==> config.mk <==
export PLATFORM = sky130hd
export DESIGN_NAME = sr_cmd_gen
export DESIGN_NICKNAME = d
export VERILOG_FILES = /design/src/rtl/sr_cmd_gen.sv
export SDC_FILE = /design/constraint.sdc
export NUM_CORES = 1
export LEC_CHECK = 0
export ABC_AREA = 1
export CAP_MARGIN = 40
export CORE_MARGIN = 3
export CORE_UTILIZATION = 60
export CTS_BUF_LIST = sky130_fd_sc_hd__clkbuf_4 sky130_fd_sc_hd__clkbuf_8 sky130_fd_sc_hd__clkbuf_16
export DETAILED_ROUTE_END_ITERATION = 8
export PLACE_DENSITY = 0.85
export SLEW_MARGIN = 25
export SYNTH_ARGS = -nofsm -noshare
export SYNTH_HDL_FRONTEND = slang
export SYNTH_SLANG_ARGS = --single-unit
==> constraint.sdc <==
create_clock -name clk -period 2.1 [get_ports clk]
set_clock_uncertainty 0.15 [all_clocks]
set_input_delay 0.63 -clock clk [delete_from_list [all_inputs] [get_ports clk]]
set_output_delay 0.63 -clock clk [all_outputs]
set_load 0.1 [all_outputs]
==> src/rtl/sr_cmd_gen.sv <==
// Debounced two-button command generator driving a downstream SR flip-flop.
// Each accepted press becomes one registered s or r pulse; clear has priority over set.
module sr_cmd_gen #(
  parameter int unsigned DB_LEN  = 4,
  parameter int unsigned GAP_LEN = 3
) (
  input  logic clk,
  input  logic reset,
  input  logic set_btn,
  input  logic clr_btn,
  input  logic en,
  output logic s,
  output logic r,
  output logic busy,
  output logic conflict
);

  localparam int unsigned ChSet = 0;
  localparam int unsigned ChClr = 1;

  localparam logic [7:0] DbMax  = 8'(DB_LEN - 1);
  localparam logic [7:0] GapMax = 8'(GAP_LEN - 1);

  localparam logic [1:0] StIdle = 2'd0;
  localparam logic [1:0] StEmit = 2'd1;
  localparam logic [1:0] StGap  = 2'd2;

  logic [1:0]      btn_raw;
  logic [1:0]      sync1_q, sync2_q;
  logic [1:0]      db_q, db_d;
  logic [1:0][7:0] cnt_q, cnt_d;
  logic [1:0]      db_rise;
  logic [1:0]      pend_q, pend_d, pend_clr;

  logic [1:0] state_q, state_d;
  logic [7:0] gap_q, gap_d;
  logic       s_q, s_d;
  logic       r_q, r_d;
  logic       busy_q, busy_d;
  logic       conflict_q, conflict_d;

  assign btn_raw = {clr_btn, set_btn};

  // A level change is accepted only after DB_LEN consecutive cycles that disagree with db.
  always_comb begin
    db_d    = db_q;
    cnt_d   = '0;
    db_rise = '0;
    for (int i = 0; i < 2; i++) begin
      if (sync2_q[i] != db_q[i]) begin
        if (cnt_q[i] == DbMax) begin
          db_d[i]  = sync2_q[i];
          cnt_d[i] = 8'd0;
        end else begin
          cnt_d[i] = cnt_q[i] + 8'd1;
        end
      end
      db_rise[i] = ~db_q[i] & db_d[i];
    end
  end

  always_comb begin
    state_d    = state_q;
    gap_d      = gap_q;
    s_d        = 1'b0;
    r_d        = 1'b0;
    conflict_d = 1'b0;
    pend_clr   = 2'b00;
    case (state_q)
      StIdle: begin
        if (pend_q[ChClr]) begin
          state_d    = StEmit;
          r_d        = 1'b1;
          conflict_d = pend_q[ChSet];
          pend_clr   = 2'b11;
        end else if (pend_q[ChSet]) begin
          state_d  = StEmit;
          s_d      = 1'b1;
          pend_clr = 2'b01;
        end
      end
      StEmit: begin
        state_d = StGap;
        gap_d   = 8'd0;
      end
      StGap: begin
        if (gap_q == GapMax) begin
          state_d = StIdle;
          gap_d   = 8'd0;
        end else begin
          gap_d = gap_q + 8'd1;
        end
      end
      default: begin
        state_d = StIdle;
        gap_d   = 8'd0;
      end
    endcase
    // A rise landing on the same edge that consumes a request stays pending.
    pend_d = (pend_q & ~pend_clr) | (db_rise & {2{en}});
    busy_d = (state_d != StIdle);
  end

  always_ff @(posedge clk or posedge reset) begin
    if (reset) begin
      sync1_q    <= '0;
      sync2_q    <= '0;
      db_q       <= '0;
      cnt_q      <= '0;
      pend_q     <= '0;
      state_q    <= StIdle;
      gap_q      <= 8'd0;
      s_q        <= 1'b0;
      r_q        <= 1'b0;
      busy_q     <= 1'b0;
      conflict_q <= 1'b0;
    end else begin
      sync1_q    <= btn_raw;
      sync2_q    <= sync1_q;
      db_q       <= db_d;
      cnt_q      <= cnt_d;
      pend_q     <= pend_d;
      state_q    <= state_d;
      gap_q      <= gap_d;
      s_q        <= s_d;
      r_q        <= r_d;
      busy_q     <= busy_d;
      conflict_q <= conflict_d;
    end
  end

  assign s        = s_q;
  assign r        = r_q;
  assign busy     = busy_q;
  assign conflict = conflict_q;

endmodule

# Yosys cells after proc, flatten, opt, wreduce, memory -nomap -nowiden
# Cells that the tools add are included.
# op_classes
n_eq_ne,7
n_mux,24
shift,0
div_mod_pow,0
mul,0
n_bitwise,8
magnitude_cmp,0
addsub,3
reduce_logical,2
# op_table
cell,n
8-bit two-way mux,5
8-bit by 1-bit adder with 8-bit output (second input constant),3
8-bit by 2-bit == test with 1-bit output (second input constant),3
8-bit one-hot mux with 2 select lines,1
1-bit two-way mux,12
2-bit two-way mux,5
2-bit one-hot mux with 3 select lines,1
2-bit AND,2
1-bit AND,2
2-bit by 1-bit == test with 1-bit output (second input constant),1
2-bit == test (second input constant),1
2-bit zero test,1
1-bit inequality test,2
1-bit inverter,2
2-bit inverter,1
2-bit bitwise OR,1
2-bit nonzero test,1
# word_totals
latch_bits,0
ramBits,0
rom_bits,0
n_memories,0
inputBits,5
reg_bits,38

# Longest topological paths before layout
# Gate-level depths: netlist of run 1.
# logic_depth
depth_word,6
depth_mapped,6

# Worst setup path after synthesis of run 1
# Ideal clock, no wire load.
# synth_path
path_type,register -> output
start,register busy_q (netlist: busy)
end,output port busy
path_stages_with_launch,1
required_time_ns,1.320
setup_slack_ns,0.437
arrival_ns,0.883
n_path_buf,0
path_cell_list,dfrtp_1
# synth_lines
element,line_no,rtl
"start, declared",39,"logic busy_q, busy_d;"
"start signal, assigned",127,busy_q <= busy_d;
"end, declared",14,"output logic busy,"
# No word-level cell between the ends.

# Worst setup path in the final report of run 1
# layout_path
start,register busy_q (netlist: busy)
end,output port busy
# No word-level cell between the ends.

==> results of run 1 <==
through the flow:
stage | instance area (sq um) | setup slack (ns) | hold slack [ns]
global placement | 1972 | 0.5620 | 0.1822
detailed placement | 1972 | 0.5346 | 0.1885
global route | 2054 | 0.3280 | 0.2327
finish | 2054 | 0.3837 | 0.2100
floorplan | 1793 | 0.4367 | 0.1812
CTS | 2054 | 0.3666 | 0.2135
worst reg2reg max path, cell delays in order, from the launching register on:
cell	delay, ns
dfrtp_1	0.42
inv_1	0.16
ha_1	0.19
nand3_1	0.07
o21ai_0	0.23
nand3_1	0.09
layout make-up:
class                      count  area [sq um]  area share (%)
tap                           31         38.79           1.888
timing repair buffer           9         140.1           6.821
clock inverter                 1         30.03           1.462
clock buffer                   7         52.55           2.558
sequential                    38         950.9           46.29
inverter                      29         108.9           5.298
multi-input combinational    145         733.2           35.69
how the worst max path moves through the flow:
stage	startpoint	end	slack (ns)	cells after the start
5_1_grt	s	s	0.33	1
4_1_cts	busy	busy	0.37	1
3_3_place_gp	en	pend_q[1]	0.56	3
3_5_place_dp	en	pend_q[1]	0.53	3
2_1_floorplan	busy	busy	0.44	0
6_report	busy	busy	0.38	1
synth_stat cells (all sizes together):
cell type and n:
nand3b 2, a21oi 2, o21bai 2, dfrtp 38, nand4 4, xnor2 4
o21ai 10, nor3 3, nand2 55, xor2 3, nor3b 1, ha 4
nor2 36, inv 29, nand3 18, a31oi 1
power by group through the flow:
stage	Sequential [uW]	Clock, uW	Combinational, uW
global placement	964	0	527
CTS	955	530	540
detailed placement	969	0	539
finish	957	516	535
floorplan	993	0	372
global route	975	570	607
state kept, by name, indices dropped and copies added (netlist names):
name / count
cnt_q: 16
gap_q: 8
db_q: 2
pend_q: 2
state_q: 2
sync1_q: 2
sync2_q: 2
busy: 1
conflict: 1
r: 1
s: 1
metal layers:
layer  share of wire, %  vias to the layer above
li1                   -                      697
met1                 46                      637
met2                 47                       28
met3                4.6                        6
met4                2.0                        0
met5                  0                        -
cells by family (layout without fill, tap and decap cells):
family	after synthesis	after routing	share of synthesized area, %
xor gates and xnor gates	7	7	3.419
AOI/OAI and AO/OA	15	15	4.536
adders and majority gates	4	4	2.791
and+or+nand+nor	119	119	30.15
DFF	38	38	53.04
buffers and inverters	29	46	6.071
==> metrics.md, run 1 <==
| Metric | Value |
|---|---|
| Critical path data required time | 1.32 ns |
| Total chip power | 2008 uW |
| Maxcap violations | 0 |
| Die width | 60.67 microns |
| Slew Limit Headroom | 64.79% |
| Top Family by Delay on Critical Path | flip-flops |
| Sw frac | 34.72% |
| IO Count | 9 |
| Synth top area share | 53.04% |
| Via/cell ratio | 5.262 |
| Final std cells w/o fill | 260 |
| Initial Util | 63.92% |
| Critical Path, Cell by Cell | buf_12 |
| Most frequent cells in the layout | nand2_1 (53), dfrtp_1 (38), nor2_1 (31) |
| Clk pwr share | 25.7% |
| Status | finished, final reports clean |
| Clk root buf | clkbuf_4 |
| Post-CTS setup buffers | 0 |
| Period minus WS final | 1.716 ns |
| Data arrival, critical path | 0.94 ns |
| Clock buffer depth | 2 |
| Psw | 697.1 uW |
| Gate power share | 26.7% |
| Largest net degree at the start of global routing | 39 |
| Syn nets | 221 |
| Peak supply drop | 589.3 uV |
| Endpoint type of the worst setup path | primary output |
| RSZ-0062 raised after global routing | no |
| RR Startpoint | gap_q[0] |
| Crit-path max FO | 1 |
| Worst hold start | sync1_q[0] |
| Core Rows | 19 |
| Hold path depth | 0 |
| M2 GR Usage | 31.91% |
| Final WL | 2983 microns |
| Syn. warnings | 0 |
| Reg2Reg Depth | 5 |
| Most common cell after layout, fill and taps aside | nand2_1 |
| CTS tree | yes |
| # port buffers | 8 |
| Fill cells | 201 |
| Mapped Cells | 212 |
| First-pass detailed-route iteration total | 4 |
| Avg Synthesized Cell Area | 8.457 sq um |
| Final Setup Violations | 0 |
| Placer Congestion | 0.8063 |
| CP Launch Type | flip-flop |
| CTS H-tree lvls | 2 |
| Synthesis-stage register bit count | 38 |
| Worst path bufs/invs | 1 |
| Met3 usage | 7.021% |
| Die Ht | 60.67 microns |
| Count of different cell masters after synthesis | 21 |
| Hold Buf Count CTS | 0 |
| Met1 Resource Use GR | 25.03% |
| Final nets | 237 |
| Lkg Pwr | 0.001017 uW |
| Initial antenna violation count | 0 |
| Max Fclk | 582.6 MHz |
| Via count | 1368 |
| Core area | 2805 sq um |
| Clock transition at path regs | 0.12 ns |
| Worst setup path class | reg -> out |
| Fin. Hold Viols | 0 |
| Area grow syn2layout | 14.58% |
| PwrDens | 977.2 nW/um^2 |
| Number of routed nets with antenna violations | 0 |
| Setup TNS | 0 ns |
| Vias in the first global route | 1322 |
| Synthesized cell area | 1793 sq um |
| Max stage delay cell, worst path | dfrtp_1 |
| CTS resizes | 0 |
| First-pass GRT wire length | 5430 microns |
| Routed length per instance | 11.47 microns |
| Worst-margin pin slew | 0.5244 ns |
| Worst Hold End | sync2_q[0] |
| Post-synthesis sequential area ratio | 53.04% |
| Max stage delay on crit path | 0.42 ns |
| Reg-to-reg critical path endpoint | busy |
| Antenna Diode Count | 0 |
| Max-slew violations | 0 |
| Hpwl dp | 2124 microns |
| Grt ovf | 0 |
| Die ar. | 3680 sq um |
| Clock latency on the worst-skew pair | 0.35 ns |
| Cell Int Power | 1310 uW |
| Final Cycle Share | 81.73% |
| Hold Crit Class | reg -> reg |
| Setup slack, reg-to-reg | 0.69 ns |
| Placed Cells | 252 |
| GR peak layer | met2 |
| Clk sink count | 38 |
| Reg power frac | 47.6% |
| Layout cells sized above 1 | 9.170% |
| CTS Buf Count | 5 |
| Synth area leaders | dfrtp_1 (53%), nand2_1 (11%), nor2_1 (6.5%), inv_1 (6.1%), nand3_1 (4.7%) |
| Post-synthesis cell type with the largest combined area | dfrtp_1 |
| Finished Core Util | 73.24% |
| DRT iter0 DRCs | 97 |
| Total GRT Usage | 20.44% |
| DR DRC count | 0 |
Note: power is estimated with default switching activity, not from simulation.
==> run 2: changes to the inputs <==
--- a/config.mk
+++ b/config.mk
@@ -8,10 +8,10 @@
 export ABC_AREA = 1
 export CAP_MARGIN = 40
 export CORE_MARGIN = 3
-export CORE_UTILIZATION = 60
+export CORE_UTILIZATION = 53
 export CTS_BUF_LIST = sky130_fd_sc_hd__clkbuf_4 sky130_fd_sc_hd__clkbuf_8 sky130_fd_sc_hd__clkbuf_16
 export DETAILED_ROUTE_END_ITERATION = 8
-export PLACE_DENSITY = 0.85
+export PLACE_DENSITY = 0.79
 export SLEW_MARGIN = 25
 export SYNTH_ARGS = -nofsm -noshare
 export SYNTH_HDL_FRONTEND = slang
==> constraint.sdc (replaced) <==
create_clock -name clk -period 1.48 [get_ports clk]
set_clock_uncertainty 0.15 [all_clocks]
set_input_delay 0.444 -clock clk [delete_from_list [all_inputs] [get_ports clk]]
set_output_delay 0.444 -clock clk [all_outputs]
set_load 0.1 [all_outputs]
==> metrics.md, run 2 (synthesis gave the netlist of run 1 again) <==
| Metric | Value |
|---|---|
| Status | finished with violations |
| Failing checks | negative setup slack |
| Routed length per instance | 10.71 microns |
| Crit-path max FO | 1 |
| Endpoint type of the worst setup path | primary output |
| Data arrival, critical path | 0.95 ns |
| Clock buffer depth | 2 |
| Top Family by Delay on Critical Path | flip-flops |
| Leading registers by flop count | cnt_q: 16 flops, gap_q: 8 flops |
| DRT iter0 DRCs | 62 |
| CTS Buf Count | 5 |
| Slew Limit Headroom | 81.81% |
| Fin. Hold Viols | 0 |
| Vias in the first global route | 1335 |
| Setup ws final | -0.06595 ns |
| IO Count | 9 |
| Total GRT Usage | 17.69% |
| Worst setup path class | reg -> out |
| Total chip power | 2936 uW |
| Final Cycle Share | 104.5% |
| Layout cells sized above 1 | 11.16% |
| Final WL | 2968 microns |
| DR DRC count | 0 |
| Critical path data required time | 0.89 ns |
| First-pass detailed-route iteration total | 4 |
| Setup TNS | -0.2112 ns |
| RSZ-0062 raised after global routing | yes |
| Largest net degree at the start of global routing | 39 |
| Setup slack, reg-to-reg | 0.14 ns |
| Hold Buf Count CTS | 0 |
| Top reg by flops | cnt_q |
| CP Launch Type | flip-flop |
| Finished Core Util | 67.24% |
| Hpwl dp | 2164 microns |
| Max stage delay cell, worst path | dfrtp_1 |
| Critical Path, Cell by Cell | buf_12 |
| Reg-to-reg critical path endpoint | cnt_q[6] |
| Worst path bufs/invs | 1 |
| PwrDens | 1396 nW/um^2 |
| Die ar. | 4117 sq um |
| CTS H-tree lvls | 2 |
| Via/cell ratio | 4.931 |
| Core Rows | 20 |
| Critical path origin | conflict |
| Most frequent cells in the layout | nand2_1 (53), dfrtp_1 (38), nor2_1 (30) |
| Reg2Reg Depth | 5 |
| Maxcap violations | 0 |
| First-pass GRT wire length | 5485 microns |
| # port buffers | 8 |
| Setup crit end | conflict |
| Stages on the worst setup path | 1 |
| Hold Crit Class | reg -> reg |
| Peak supply drop | 919.7 uV |
| Period minus WS final | 1.546 ns |
| Max Fclk | 646.9 MHz |
| Final Setup Violations | 4 |
| Grt ovf | 0 |
| Max FFs per register | 16 |
| Die width | 64.17 microns |
| Clk root buf | clkbuf_4 |
| Most common cell after layout, fill and taps aside | nand2_1 |
| Clock latency on the worst-skew pair | 0.35 ns |
| Clock transition at path regs | 0.11 ns |
| Die Ht | 64.17 microns |
| Initial antenna violation count | 0 |
| Via count | 1366 |
| Area grow syn2layout | 17.31% |
| Fill cells | 254 |
| Final nets | 241 |
| CTS tree | yes |
| Clk sink count | 38 |
| Lkg Pwr | 0.001035 uW |
| Post-CTS setup buffers | 0 |
| Initial Util | 57.32% |
| RR Startpoint | cnt_q[0] |
| Number of routed nets with antenna violations | 0 |
| Worst-margin pin slew | 0.2700 ns |
| Antenna Diode Count | 0 |
| Max stage delay on crit path | 0.42 ns |
| Core area | 3128 sq um |
| Placer Congestion | 0.8998 |
| Max-slew violations | 0 |
## run 2: changes by cell type in the layout (fill, tap and decap cells not counted)
cell,change
o21ai_1,+2
buf_4,+4
o21ai_0,-2
nor2_2,+1
nor2_1,-1
## run 2: area by class of cell
cell class,instances,area (sq um),share of cell area [%]
Clock buffer,7,52.55,2.499
Clock inverter,1,30.03,1.428
Inverter,29,108.9,5.175
Multi-Input combinational cell,145,735.7,34.98
Sequential cell,38,950.9,45.21
Tap cell,44,55.05,2.617
Timing Repair Buffer,13,170.2,8.090
## run 2: worst min path at each step
stage                from         end  slack, ns  cells past startpoint
6_report       sync1_q[0]  sync2_q[0]       0.21                      0
3_5_place_dp   sync1_q[0]  sync2_q[0]       0.19                      0
3_3_place_gp   sync1_q[0]  sync2_q[0]       0.18                      0
4_1_cts        sync1_q[0]  sync2_q[0]       0.21                      0
5_1_grt        sync1_q[0]  sync2_q[0]       0.23                      0
2_1_floorplan  sync1_q[0]  sync2_q[0]       0.18                      0
## run 2: worst register-to-register path: stages (launching register included)
cell and delay, ns:
dfrtp_1 0.41, ha_1 0.22, nand2_1 0.10, nor2_2 0.16, nand3b_1 0.09, a21oi_1 0.14
## run 2: power breakdown
group	switching, uW	internal, uW	leakage, uW	total (uW)
sequential	159	1190	0.000510	1350
combinational	510	339	0.000479	849
clock	338	395	0.0000463	733
total	1010	1930	0.00104	2940
## run 2: metal layers
metal / global-route usage (%) / up-vias / wire [microns]
met4: 9.499 / 0 / 81
met3: 6.678 / 10 / 141
met1: 21.45 / 616 / 1418
met2: 27.23 / 34 / 1327
li1: - / 706 / -
met5: 0 / - / 0
## run 2: metrics by stage
step | setup slack [ns] | hold slack, ns | cell area, sq um | cells
final | -0.06595 | 0.2100 | 2103 | 277
after global routing | -0.1040 | 0.2291 | 2103 | 277
after CTS | -0.07831 | 0.2124 | 2101 | 277
after detailed placement | 0.09651 | 0.1879 | 2018 | 269
after global placement | 0.1312 | 0.1836 | 2018 | 269
after floorplan | 0.002749 | 0.1812 | 1793 | 212
## run 2: what timing repair did
action | CTS | global route
setup endpoints to repair | 4 | 8
resized for setup | 0 | 3
pin swaps | 0 | 0
endpoints found under the hold margin | 0 | 0
cloned | 0 | 0
==> run 3: changes to the inputs <==
--- a/config.mk
+++ b/config.mk
@@ -12,6 +12,8 @@
 export CTS_BUF_LIST = sky130_fd_sc_hd__clkbuf_4 sky130_fd_sc_hd__clkbuf_8 sky130_fd_sc_hd__clkbuf_16
 export DETAILED_ROUTE_END_ITERATION = 8
 export PLACE_DENSITY = 0.79
+export REMOVE_ABC_BUFFERS = 1
+export SKIP_LAST_GASP = 1
 export SLEW_MARGIN = 25
 export SYNTH_ARGS = -nofsm -noshare
 export SYNTH_HDL_FRONTEND = slang
==> results of run 3 <==
Final layout, timing and power as in run 2 (identical DEF).
